--- config.mk ---
export PLATFORM = sky130hd
export DESIGN_NAME = raif_rd_rrarb
export DESIGN_NICKNAME = d
export VERILOG_FILES = /design/src/rtl/raif_rd_rrarb.sv
export SDC_FILE = /design/constraint.sdc
export NUM_CORES = 1
export LEC_CHECK = 0
export ABC_AREA = 0
export ABC_CLOCK_PERIOD_IN_PS = 6200
export BUFFER_PORTS_ARGS = -buffer_cell sky130_fd_sc_hd__buf_2
export CORE_AREA = 2 2 264 266
export CTS_CLUSTER_SIZE = 12
export DETAILED_ROUTE_END_ITERATION = 8
export DIE_AREA = 0 0 266 268
export HOLD_SLACK_MARGIN = 0.02
export PLACE_DENSITY = 0.39
export SETUP_SLACK_MARGIN = 0.05
export SYNTH_ARGS = -nofsm -noshare
export SYNTH_HDL_FRONTEND = slang
export SYNTH_SLANG_ARGS = --single-unit
export TNS_END_PERCENT = 1
--- constraint.sdc ---
create_clock -name clk -period 6.2 [get_ports clk]
set_input_delay 0.62 -clock clk [delete_from_list [all_inputs] [get_ports clk]]
set_output_delay 0.62 -clock clk [all_outputs]
set_load 0.01 [all_outputs]
--- src/rtl/raif_rd_rrarb.sv ---
// raif_rd_rrarb: round-robin arbiter that shares one downstream RAIF read port
// among CHANNEL_NUM upstream read requesters. One transaction is in flight at
// a time. Address and count are latched at grant. Read data is broadcast to
// every channel, and grant/finish are routed only to the owning channel.
module raif_rd_rrarb #(
  parameter int unsigned CHANNEL_NUM    = 3,
  parameter int unsigned APP_ADDR_WIDTH = 28,
  parameter int unsigned APP_DATA_WIDTH = 128,
  parameter int unsigned TIMEOUT        = 4096,
  localparam int unsigned OW            = $clog2(CHANNEL_NUM)
) (
  input  logic                                 clk,
  input  logic                                 rst_n,
  input  logic [CHANNEL_NUM-1:0]               rd_req_,
  input  logic [APP_ADDR_WIDTH*CHANNEL_NUM-1:0] rd_addr_,
  input  logic [10*CHANNEL_NUM-1:0]            rd_num_,
  output logic [APP_DATA_WIDTH*CHANNEL_NUM-1:0] rd_data_,
  output logic [CHANNEL_NUM-1:0]               rd_grant_,
  output logic [CHANNEL_NUM-1:0]               rd_finish_,
  output logic                                 rd_req,
  output logic [APP_ADDR_WIDTH-1:0]            rd_addr,
  output logic [9:0]                           rd_num,
  input  logic [APP_DATA_WIDTH-1:0]            rd_data,
  input  logic                                 rd_grant,
  input  logic                                 rd_finish,
  output logic [OW-1:0]                        owner,
  output logic                                 busy,
  output logic                                 tmo_err
);

  localparam int unsigned WDW = $clog2(TIMEOUT + 1) + 1;

  typedef enum logic [1:0] {IDLE, REQ, DONE} state_t;

  state_t                    state_q, state_d;
  logic [OW-1:0]             ptr_q, ptr_d;
  logic [OW-1:0]             owner_q, owner_d;
  logic                      rd_req_q, rd_req_d;
  logic [APP_ADDR_WIDTH-1:0] rd_addr_q, rd_addr_d;
  logic [9:0]                rd_num_q, rd_num_d;
  logic                      tmo_err_q, tmo_err_d;
  logic [WDW-1:0]            wd_cnt_q, wd_cnt_d;

  logic                      found;
  logic [OW-1:0]             pick;
  logic [APP_ADDR_WIDTH-1:0] pick_addr;
  logic [9:0]                pick_num;
  logic [OW-1:0]             owner_nxt;
  int unsigned               idx;

  // Round-robin search: first requesting channel starting at ptr, wrapping to 0
  always_comb begin
    found     = 1'b0;
    pick      = '0;
    pick_addr = '0;
    pick_num  = '0;
    idx       = 0;
    for (int unsigned i = 0; i < CHANNEL_NUM; i++) begin
      idx = (32'(ptr_q) + i) % CHANNEL_NUM;
      if (!found && rd_req_[idx]) begin
        found     = 1'b1;
        pick      = OW'(idx);
        pick_addr = rd_addr_[APP_ADDR_WIDTH*idx +: APP_ADDR_WIDTH];
        pick_num  = rd_num_[10*idx +: 10];
      end
    end
  end

  // Pointer value that follows the current owner, modulo CHANNEL_NUM
  always_comb begin
    owner_nxt = owner_q + OW'(1);
    if (32'(owner_q) == CHANNEL_NUM - 1) owner_nxt = '0;
  end

  // Next-state, latch-at-grant and watchdog logic
  always_comb begin
    state_d   = state_q;
    ptr_d     = ptr_q;
    owner_d   = owner_q;
    rd_req_d  = rd_req_q;
    rd_addr_d = rd_addr_q;
    rd_num_d  = rd_num_q;
    tmo_err_d = tmo_err_q;
    wd_cnt_d  = wd_cnt_q;
    case (state_q)
      IDLE: begin
        if (found) begin
          owner_d   = pick;
          rd_addr_d = pick_addr;
          rd_num_d  = pick_num;
          rd_req_d  = 1'b1;
          wd_cnt_d  = '0;
          state_d   = REQ;
        end
      end
      REQ: begin
        if (rd_finish) begin
          rd_req_d = 1'b0;
          ptr_d    = owner_nxt;
          state_d  = DONE;
        end else begin
          if (wd_cnt_q != '1) wd_cnt_d = wd_cnt_q + WDW'(1);
          // wd_cnt_q counts completed stalled cycles, so this edge ends the TIMEOUT-th
          if (TIMEOUT != 0 && 32'(wd_cnt_q) == TIMEOUT - 1) tmo_err_d = 1'b1;
        end
      end
      DONE: state_d = IDLE;
      default: state_d = IDLE;
    endcase
  end

  // State and datapath registers
  always_ff @(posedge clk or negedge rst_n) begin
    if (!rst_n) begin
      state_q   <= IDLE;
      ptr_q     <= '0;
      owner_q   <= '0;
      rd_req_q  <= 1'b0;
      rd_addr_q <= '0;
      rd_num_q  <= '0;
      tmo_err_q <= 1'b0;
      wd_cnt_q  <= '0;
    end else begin
      state_q   <= state_d;
      ptr_q     <= ptr_d;
      owner_q   <= owner_d;
      rd_req_q  <= rd_req_d;
      rd_addr_q <= rd_addr_d;
      rd_num_q  <= rd_num_d;
      tmo_err_q <= tmo_err_d;
      wd_cnt_q  <= wd_cnt_d;
    end
  end

  // Route grant/finish to the owner only while a transaction is active; broadcast data
  always_comb begin
    rd_grant_  = '0;
    rd_finish_ = '0;
    if (state_q == REQ) begin
      rd_grant_[owner_q]  = rd_grant;
      rd_finish_[owner_q] = rd_finish;
    end
    rd_data_ = {CHANNEL_NUM{rd_data}};
  end

  assign rd_req  = rd_req_q;
  assign rd_addr = rd_addr_q;
  assign rd_num  = rd_num_q;
  assign owner   = owner_q;
  assign busy    = (state_q != IDLE);
  assign tmo_err = tmo_err_q;

endmodule

==> impl_metrics.ini, run 1 <==
[run_status]
status = complete, no violations

[yosys]
netlist_area_sq_um = 13390
synth.avg_cell_area_sq_um = 8.059
synth_compound_area_frac = 0.1747
synth_top_area_cell = buf_4
synth_edf_count = 0
synth_top_area_share = 0.2165
synth_fp_nets = 1934
syn_inst = 1661
ys_seq_elements = 60
synthMuxAreaShare = 0.2733
synth_cell_types = 80
synth.area.top_cells = buf_4, mux2i_1, mux4_2, dfrtp_1, nand2_1
synth_flop_cell = dfrtp_1
async_flop_share = 1.000
synth_fa_ha_area_frac = 0.02411
synth-xor-area-share = 0.01477
yosys.area_share.simple = 0.1388
synth_top_family_by_area = multiplexers
ys_seq_area_frac = 0.1122
ys_warn_count = 0

[sta]
skew_ps = 13.31
worst_pin_slew_ps = 1177
relSlewSlack = 0.2124
final_max_slew_viol_count = 0
rsz0062_at_grt = no
hold_viol = 0
fin_setup_tns_ps = 0
setup_viol = 0
holdWs_ps = 347.2
finalCriticalPeriod_ps = 5382
fmaxAchievable_ghz = 0.1858
period_share = 0.8680
setup_ws_ps = 818.1

[global_routing]
antenna_found_initial = 19
grtUsageTotal = 0.1558
first_global_vias = 11450
grt_overflow = 0
grt_pass1_wl_um = 82610
grt_start_max_net_pins = 142

[place]
place_area_sq_um = 12260
port_buffers = 169
dp_cells = 2237
gp_congestion = 0.8421
place_hpwl_um = 40890
pre_cts_ws_ps = 853.7

[setup_path]
r2r_start = ptr_q[1]
worstSetupPathType = flip-flop to flip-flop
crit_start = ptr_q[1]
crit_path_end_kind = flip-flop
cp.arrival_ps = 5650
startpoint_type = flip-flop
cp_data_required_time_ps = 6470
crit_fanout = 10
worstRegToRegCells = 18

[layout]
final_cell_area_sq_um = 12590
final_cell_mix = buf_2, mux2i_1, nand2_1, nor2_1, o21ai_0
final_common_cell = buf_2
fin_cells = 2260
final_core_util = 0.1846
fin_nets = 1639
area_delta_synth_final_pct = -5.926
drive_above_1_share = 0.2538

[routing]
postRouteAntennaNets = 0
routed.top_layer = met5
first_iter_violations = 1086
wl_met3_um = 5238
vias_per_cell = 5.153
wl_met2_um = 25600
vias = 11650
drc = 0
routedWlPerCell_um = 25.25
wl_met1_um = 24380
drt-pass1-iter-count = 7
routed_wl_um = 57070

[pwr]
p_total_mw = 8.535
p_leak_nw = 4.681
powerDensity_nw_per_um2 = 677.8
irDropWorstVdd_v = 0.0003226

[hold_path]
hold_class = primary input to asynchronous set/reset pin

[floorplan]
io_pins = 682
die_h_um = 268
rows = 96
dieArea_sq_um = 71290
initial_core_util = 0.1962
die_w_um = 266
core_sq_um = 68230

[clock_tree]
cts_buffer_depth = 2
ctsHtreeMaxLevel = 3
clock-sinks = 60
root_buffer = clkbuf_16
path_clk_slew_ps = 60
cts_tree = done
cts_setup_buffers = 0
cts_inserted_buffers = 9
cts_resized = 0
cts_hold_buf = 0
clock_latency_ps = 370

[flow_run]
max_cap_violations = 0
-- state kept, by name (all words and copies together) (netlist names) --
signal,flops
rd_addr,28
tmo_err,1
wd_cnt_q,14
rd_num,10
owner,2
rd_req,1
state_q,2
ptr_q,2
-- synthesized netlist by cell type, types with 22 or more instances --
library cell / count
buf_2: 49
dfrtp_1: 60
nand3_1: 25
a21oi_1: 78
nand2_1: 153
mux4_2: 71
mux2i_1: 163
o21ai_0: 82
buf_4: 386
nor2_1: 103
nor3_1: 22
clkbuf_1: 57
inv_1: 22
mux2_2: 38
-- cells by family after synthesis --
| logic type | after synthesis |
|---|---|
| AOI/OAI and AO/OA | 354 |
| xor gates and xnor gates | 21 |
| adders and majority gates | 24 |
| buffers and inverters | 530 |
| DFF | 60 |
| muxes | 272 |
| and+or+nand+nor | 400 |
-- layer usage --
layer	vias up	GRT usage
li1	5078	-
met1	5817	0.2029
met2	573	0.2400
met3	157	0.05031
met4	20	0.05739
met5	-	0
-- where the power goes --
part	switching, mW	internal [mW]	leakage (nW)	total [mW]
clock	0.224	0.363	0.153	0.587
sequential	0.151	0.551	0.756	0.703
combinational	4.47	2.78	3.77	7.25
total	4.84	3.69	4.68	8.54
-- critical path, cell delays in order, from the launching register on --
cell and delay [ps]:
dfrtp_1 540, inv_1 250, ha_4 330, and2b_4 210, nand2_2 120, clkinv_2 110
xnor2_1 450, inv_1 130, fa_1 530, inv_1 40, ha_1 460, nand2_1 140
nand4b_1 230, a21oi_2 230, o32ai_2 120, buf_4 180, nand2b_1 430, or3_1 490
a311oi_1 280
-- final timing paths --
path                              end  slack (ps)
max in group asynchronous  rd_addr[5]        5110
min in group clk            rd_num[6]         470
min                         rd_num[5]         350
max reg2reg                rd_addr[8]         820
max                        rd_addr[8]         820
min reg2reg                 rd_num[6]         470
-- layout make-up --
cell class / instances / area (sq um)
fillers: 7651 / 55630
multi-input cells: 1071 / 8454
flip-flops and latches: 60 / 1501
repair buffers: 200 / 1106
well taps: 882 / 1104
clock buffers: 12 / 246.5
inverters: 24 / 91.34
clock inverters: 4 / 72.57
diodes: 7 / 17.52
No activity file was read; power rests on OpenSTA's default activity.
==> run 2, diff against run 1 <==
ABC_AREA = 1   (was 0)
CORE_AREA = 2 2 262 264   (was 2 2 264 266)
DIE_AREA = 0 0 264 266   (was 0 0 266 268)
PLACE_DENSITY = 0.41   (was 0.39)
==> run 2 against run 1 <==
Against the previous run: combinational power rose by 43%; sequential share of layout area decreased by 0.75 points; hold slack improved by 85 ps; largest cell class unchanged; synthesized cell count rose by 57%; die area is 1.5% lower; maximum frequency down 0.80%; clock skew fell by 5.2 ps; clock power fell by 16%.
==> impl_metrics.ini, run 2 <==
[setup_path]
worstSetupPathType = flip-flop to flip-flop
crit_end = rd_addr[14]
crit_path_end_kind = flip-flop
startpoint_type = flip-flop
r2r_start = ptr_q[0]
crit_cells = 27
r2r_end = rd_addr[14]
crit_slowest_cell = fa_1
crit_start = ptr_q[0]
max_stage_delay_ps = 510
worst-r2r-setup-slack_ps = 770
crit_family = simple AND/OR/NAND/NOR gates
crit_top_cell = nand2_1
crit_fanout = 12
cp.arrival_ps = 5660
cp_data_required_time_ps = 6440
worstRegToRegCells = 27
cp_num_buf_inv = 9

[sta]
setup_viol = 0
skew_ps = 8.123
hold_viol = 0
final_max_slew_viol_count = 0
rsz0062_at_grt = no
holdWs_ps = 432.4
fin_setup_tns_ps = 0
relSlewSlack = 0.2090
fmaxAchievable_ghz = 0.1843
period_share = 0.8750
finalCriticalPeriod_ps = 5425
worst_pin_slew_ps = 1185

[clock_tree]
root_buffer = clkbuf_16
cts_hold_buf = 0
clock_latency_ps = 350
clock-sinks = 60
path_clk_slew_ps = 60
cts_tree = done
cts_setup_buffers = 0
cts_buffer_depth = 2
cts_inserted_buffers = 9
cts_resized = 0
ctsHtreeMaxLevel = 3

[pwr]
powerDensity_nw_per_um2 = 857.2
p_leak_nw = 6.615
irDropWorstVdd_v = 0.0006382

[layout]
final_cell_mix = nand2_1, nand3_1, o21ai_0, inv_1, nor2_1
fin_nets = 2576
final_common_cell = nand2_1
drive_above_1_share = 0.1209
area_delta_synth_final_pct = -6.399
largest_register_ffs = 28
final_cell_area_sq_um = 13430

[global_routing]
grtUsageTotal = 0.2212
antenna_found_initial = 12
first_global_vias = 15780
grt_start_max_net_pins = 148
grt_overflow = 0
grt_pass1_wl_um = 114000

[hold_path]
hold_class = primary input to asynchronous set/reset pin

[floorplan]
die_h_um = 266
initial_core_util = 0.2118
io_pins = 682
core_sq_um = 67750
die_w_um = 264
rows = 96
dieArea_sq_um = 70220

[place]
gp_congestion = 1.023
port_buffers = 169
place_area_sq_um = 13150
place_hpwl_um = 62630

[yosys]
synth_most_common_cell = nand2_1
synth_cell_types = 56
ys_seq_area_frac = 0.1046
ys_seq_elements = 60
synth_edf_count = 0
synth.area.top_cells = buf_4, nand2_1, dfrtp_1, nand3_1, o21ai_0
ys_top_cells_by_count = nand2_1, buf_4, nand3_1
async_flop_share = 1.000
synth_flop_cell = dfrtp_1
ys_warn_count = 0
netlist_area_sq_um = 14350
synth_top_area_cell = buf_4
synth_fp_nets = 2889
synth.avg_cell_area_sq_um = 5.486
synth_top_area_share = 0.2030
syn_inst = 2616

[routing]
first_iter_violations = 2243
postRouteAntennaNets = 0
vias = 16670
drc = 0
routedWlPerCell_um = 25.21
vias_per_cell = 5.220
routed_wl_um = 80500
drt-pass1-iter-count = 7

[flow_run]
max_cap_violations = 0

[run_status]
status = complete, no violations
## run 2: changes by cell type after synthesis, moves of 71 or more
cell / delta
mux4_2: -71
nand3_1: +247
mux2i_1: -160
o21ai_0: +124
a21oi_1: +77
nand2_1: +604
inv_1: +170
nor2_1: +82
## run 2: worst min path at each step
stage | from | end | slack [ps] | depth (start not counted)
4_1_cts | rd_addr[5] | rd_addr[5] | 480 | 2
6_report | rst_n | rd_addr[0] | 430 | 2
3_5_place_dp | rd_addr[7] | rd_addr[7] | 460 | 2
3_3_place_gp | rd_addr[23] | rd_addr[23] | 460 | 2
5_1_grt | rd_addr[5] | rd_addr[5] | 490 | 2
2_1_floorplan | rst_n | owner[0] | 320 | 0
## run 2: power breakdown
group          total, mW  switching, mW  leakage (nW)  internal, mW
clock network      0.494          0.213         0.138         0.281
registers          0.660          0.115         0.762         0.545
logic               10.4           7.64          5.71          2.72
## run 2: routing by layer
layer | wire length, um | track usage
met1 | 31700 | 0.2762
met3 | 8456 | 0.05684
met5 | 69 | 0
met2 | 34810 | 0.3427
met4 | 5463 | 0.1310
## run 2: cells by family after synthesis
family,count (synthesis),synth area share
flip-flops,60,0.1046
multiplexers,3,0.002092
AO/OA/AOI/OAI,476,0.1845
adder cells (fa/ha/maj),24,0.02249
AND/OR/NAND/NOR,1304,0.3828
XOR/XNOR,3,0.001831
buffers and inverters,746,0.3017
## run 2: final cells by class
type	count	area (sq um)
Timing Repair Buffer	206	1161
Sequential cell	60	1501
Multi-Input combinational cell	1810	8566
Clock inverter	6	40.04
Tap cell	882	1104
Antenna cell	3	7.507
Clock buffer	10	239.0
Inverter	216	814.5
Fill cell	8130	54310
## run 2: through the flow
step                      power, mW  setup WS [ps]  cells  utilization
after CTS                     11.24          911.5   3190       0.1982
after global placement        10.81          790.7   3174       0.1941
after floorplan               7.540           2376   2616            -
after global routing          12.39          416.0   3191       0.1982
final                         11.51          775.0   3193       0.1983
after detailed placement      10.69          937.6   3174       0.1941
==> run 3, diff against run 2 <==
ABC_CLOCK_PERIOD_IN_PS = 5300   (was 6200)
CORE_AREA = 5 5 265 267   (was 2 2 262 264)
DIE_AREA = 0 0 270 272   (was 0 0 264 266)
PLACE_DENSITY = not set   (was 0.41)
PLACE_DENSITY_LB_ADDON = 0.05   (was not set)
clock period = 5.3 ns   (was 6.2 ns; I/O delays follow)
==> run 3 against run 2 <==
Against the previous run: clock power up 53%; sequential power is 20% higher; sequential share of layout area fell by 0.20 points; cell area rose by 1.8%; critical path type unchanged; critical endpoint is now rd_addr[8]; highest routed layer is now met4.
==> impl_metrics.ini, run 3 (same netlist as run 2, synthesis figures left out) <==
[routing]
routedWlPerCell_um = 28.18
wl_met3_um = 5442
wl_met1_um = 37950
drc = 0
wl_met2_um = 42460
postRouteAntennaNets = 0
drt-pass1-iter-count = 6
routed_wl_um = 90620
vias = 16460
routed.top_layer = met4
first_iter_violations = 1447
vias_per_cell = 5.118

[layout]
final_common_cell = nand2_1
regArea_sq_um = 1501
final_core_util = 0.2015
largest_register_ffs = 28
fin_nets = 2600
drive_above_1_share = 0.1299
final_cell_mix = nand2_1, nand3_1, o21ai_0, inv_1, nor2_1
nFillCells = 8068
final_cell_area_sq_um = 13670
multi_input_area_sq_um = 8578
fin_cells = 3216
area_delta_synth_final_pct = -4.716

[sta]
setup_ws_ps = 342.2
setup_viol = 0
skew_ps = 15.40
fmaxAchievable_ghz = 0.2017
worst_pin_slew_ps = 1074
finalCriticalPeriod_ps = 4958
rsz0062_at_grt = yes
fin_setup_tns_ps = 0
period_share = 0.9354
hold_viol = 0
final_max_slew_viol_count = 0
holdWs_ps = 374.4
relSlewSlack = 0.2831

[floorplan]
rows = 96
die_w_um = 270
initial_core_util = 0.2115
dieArea_sq_um = 73440
core_sq_um = 67870
die_h_um = 272
io_pins = 682

[place]
dp_cells = 3198
gp_congestion = 0.9077
port_buffers = 169
place_hpwl_um = 70530
place_area_sq_um = 13330
pre_cts_ws_ps = 267.9

[setup_path]
max_stage_delay_ps = 510
startpoint_type = flip-flop
worst-r2r-setup-slack_ps = 340
crit_fanout = 9
r2r_start = ptr_q[0]
crit_slowest_cell = fa_1
worstRegToRegCells = 26
worstSetupPathType = flip-flop to flip-flop
crit_top_cell = nand2_1
crit_path_end_kind = flip-flop
cp.arrival_ps = 5220
r2r_end = rd_addr[8]
cp_data_required_time_ps = 5570

[clock_tree]
cts_buffer_depth = 2
path_clk_slew_ps = 70
clock_latency_ps = 380
cts_hold_buf = 0
clock-sinks = 60
cts_inserted_buffers = 9
root_buffer = clkbuf_16
cts_setup_buffers = 0
ctsHtreeMaxLevel = 3
cts_tree = done

[global_routing]
antenna_found_initial = 2
grt_start_max_net_pins = 111
grtUsageTotal = 0.2365
grt_pass1_wl_um = 126600
grt_overflow = 0
first_global_vias = 16750

[pwr]
powerDensity_nw_per_um2 = 1050
p_leak_nw = 6.755
irDropWorstVdd_v = 0.0005819
p_total_mw = 14.35

[hold_path]
hold_class = primary input to asynchronous set/reset pin

[run_status]
status = complete, no violations

[flow_run]
max_cap_violations = 0
-- run 3: critical path, delay by kind of cell (launching register included) --
family        cells  cell delay, ps
simple gates     15            1960
buf+inv           6             800
xor+xnor          1             360
fa+ha+maj         4            1250
flops             1             460
-- run 3: worst max-delay path by stage --
stage                   from  slack (ps)     endpoint  depth (start not counted)
global placement    ptr_q[0]         230   rd_addr[8]                         26
global route        ptr_q[0]          40  rd_addr[11]                         25
floorplan           ptr_q[0]        1480    rd_num[8]                         21
detailed placement  ptr_q[0]         270   rd_addr[8]                         26
finish              ptr_q[0]         340   rd_addr[8]                         26
CTS                 ptr_q[0]         210   rd_addr[8]                         26
-- run 3: power breakdown --
| group | internal (mW) | switching [mW] | leakage (nW) |
|---|---|---|---|
| clock network | 0.461 | 0.293 | 0.167 |
| logic | 3.38 | 9.43 | 5.83 |
| registers | 0.638 | 0.152 | 0.762 |
| total | 4.47 | 9.88 | 6.76 |
-- run 3: area by class of cell --
cell class | instances | area share
Multi-Input combinational cell | 1810 | 0.6273
Sequential cell | 60 | 0.1098
Timing Repair Buffer | 230 | 0.09717
Tap cell | 882 | 0.08070
Inverter | 216 | 0.05966
Clock buffer | 10 | 0.01674
Clock inverter | 6 | 0.008235
Antenna cell | 2 | 0.0003660
-- run 3: routing by layer --
layer,vias up,GRT usage
li1,7562,-
met1,7901,0.2941
met4,0,0.1069
met5,-,0
met2,811,0.3997
met3,187,0.04220
-- run 3: what timing repair did --
action | CTS | global route
gates resized for setup | 0 | 1
setup endpoints to repair | 0 | 3
endpoints found under the hold margin | 0 | 0
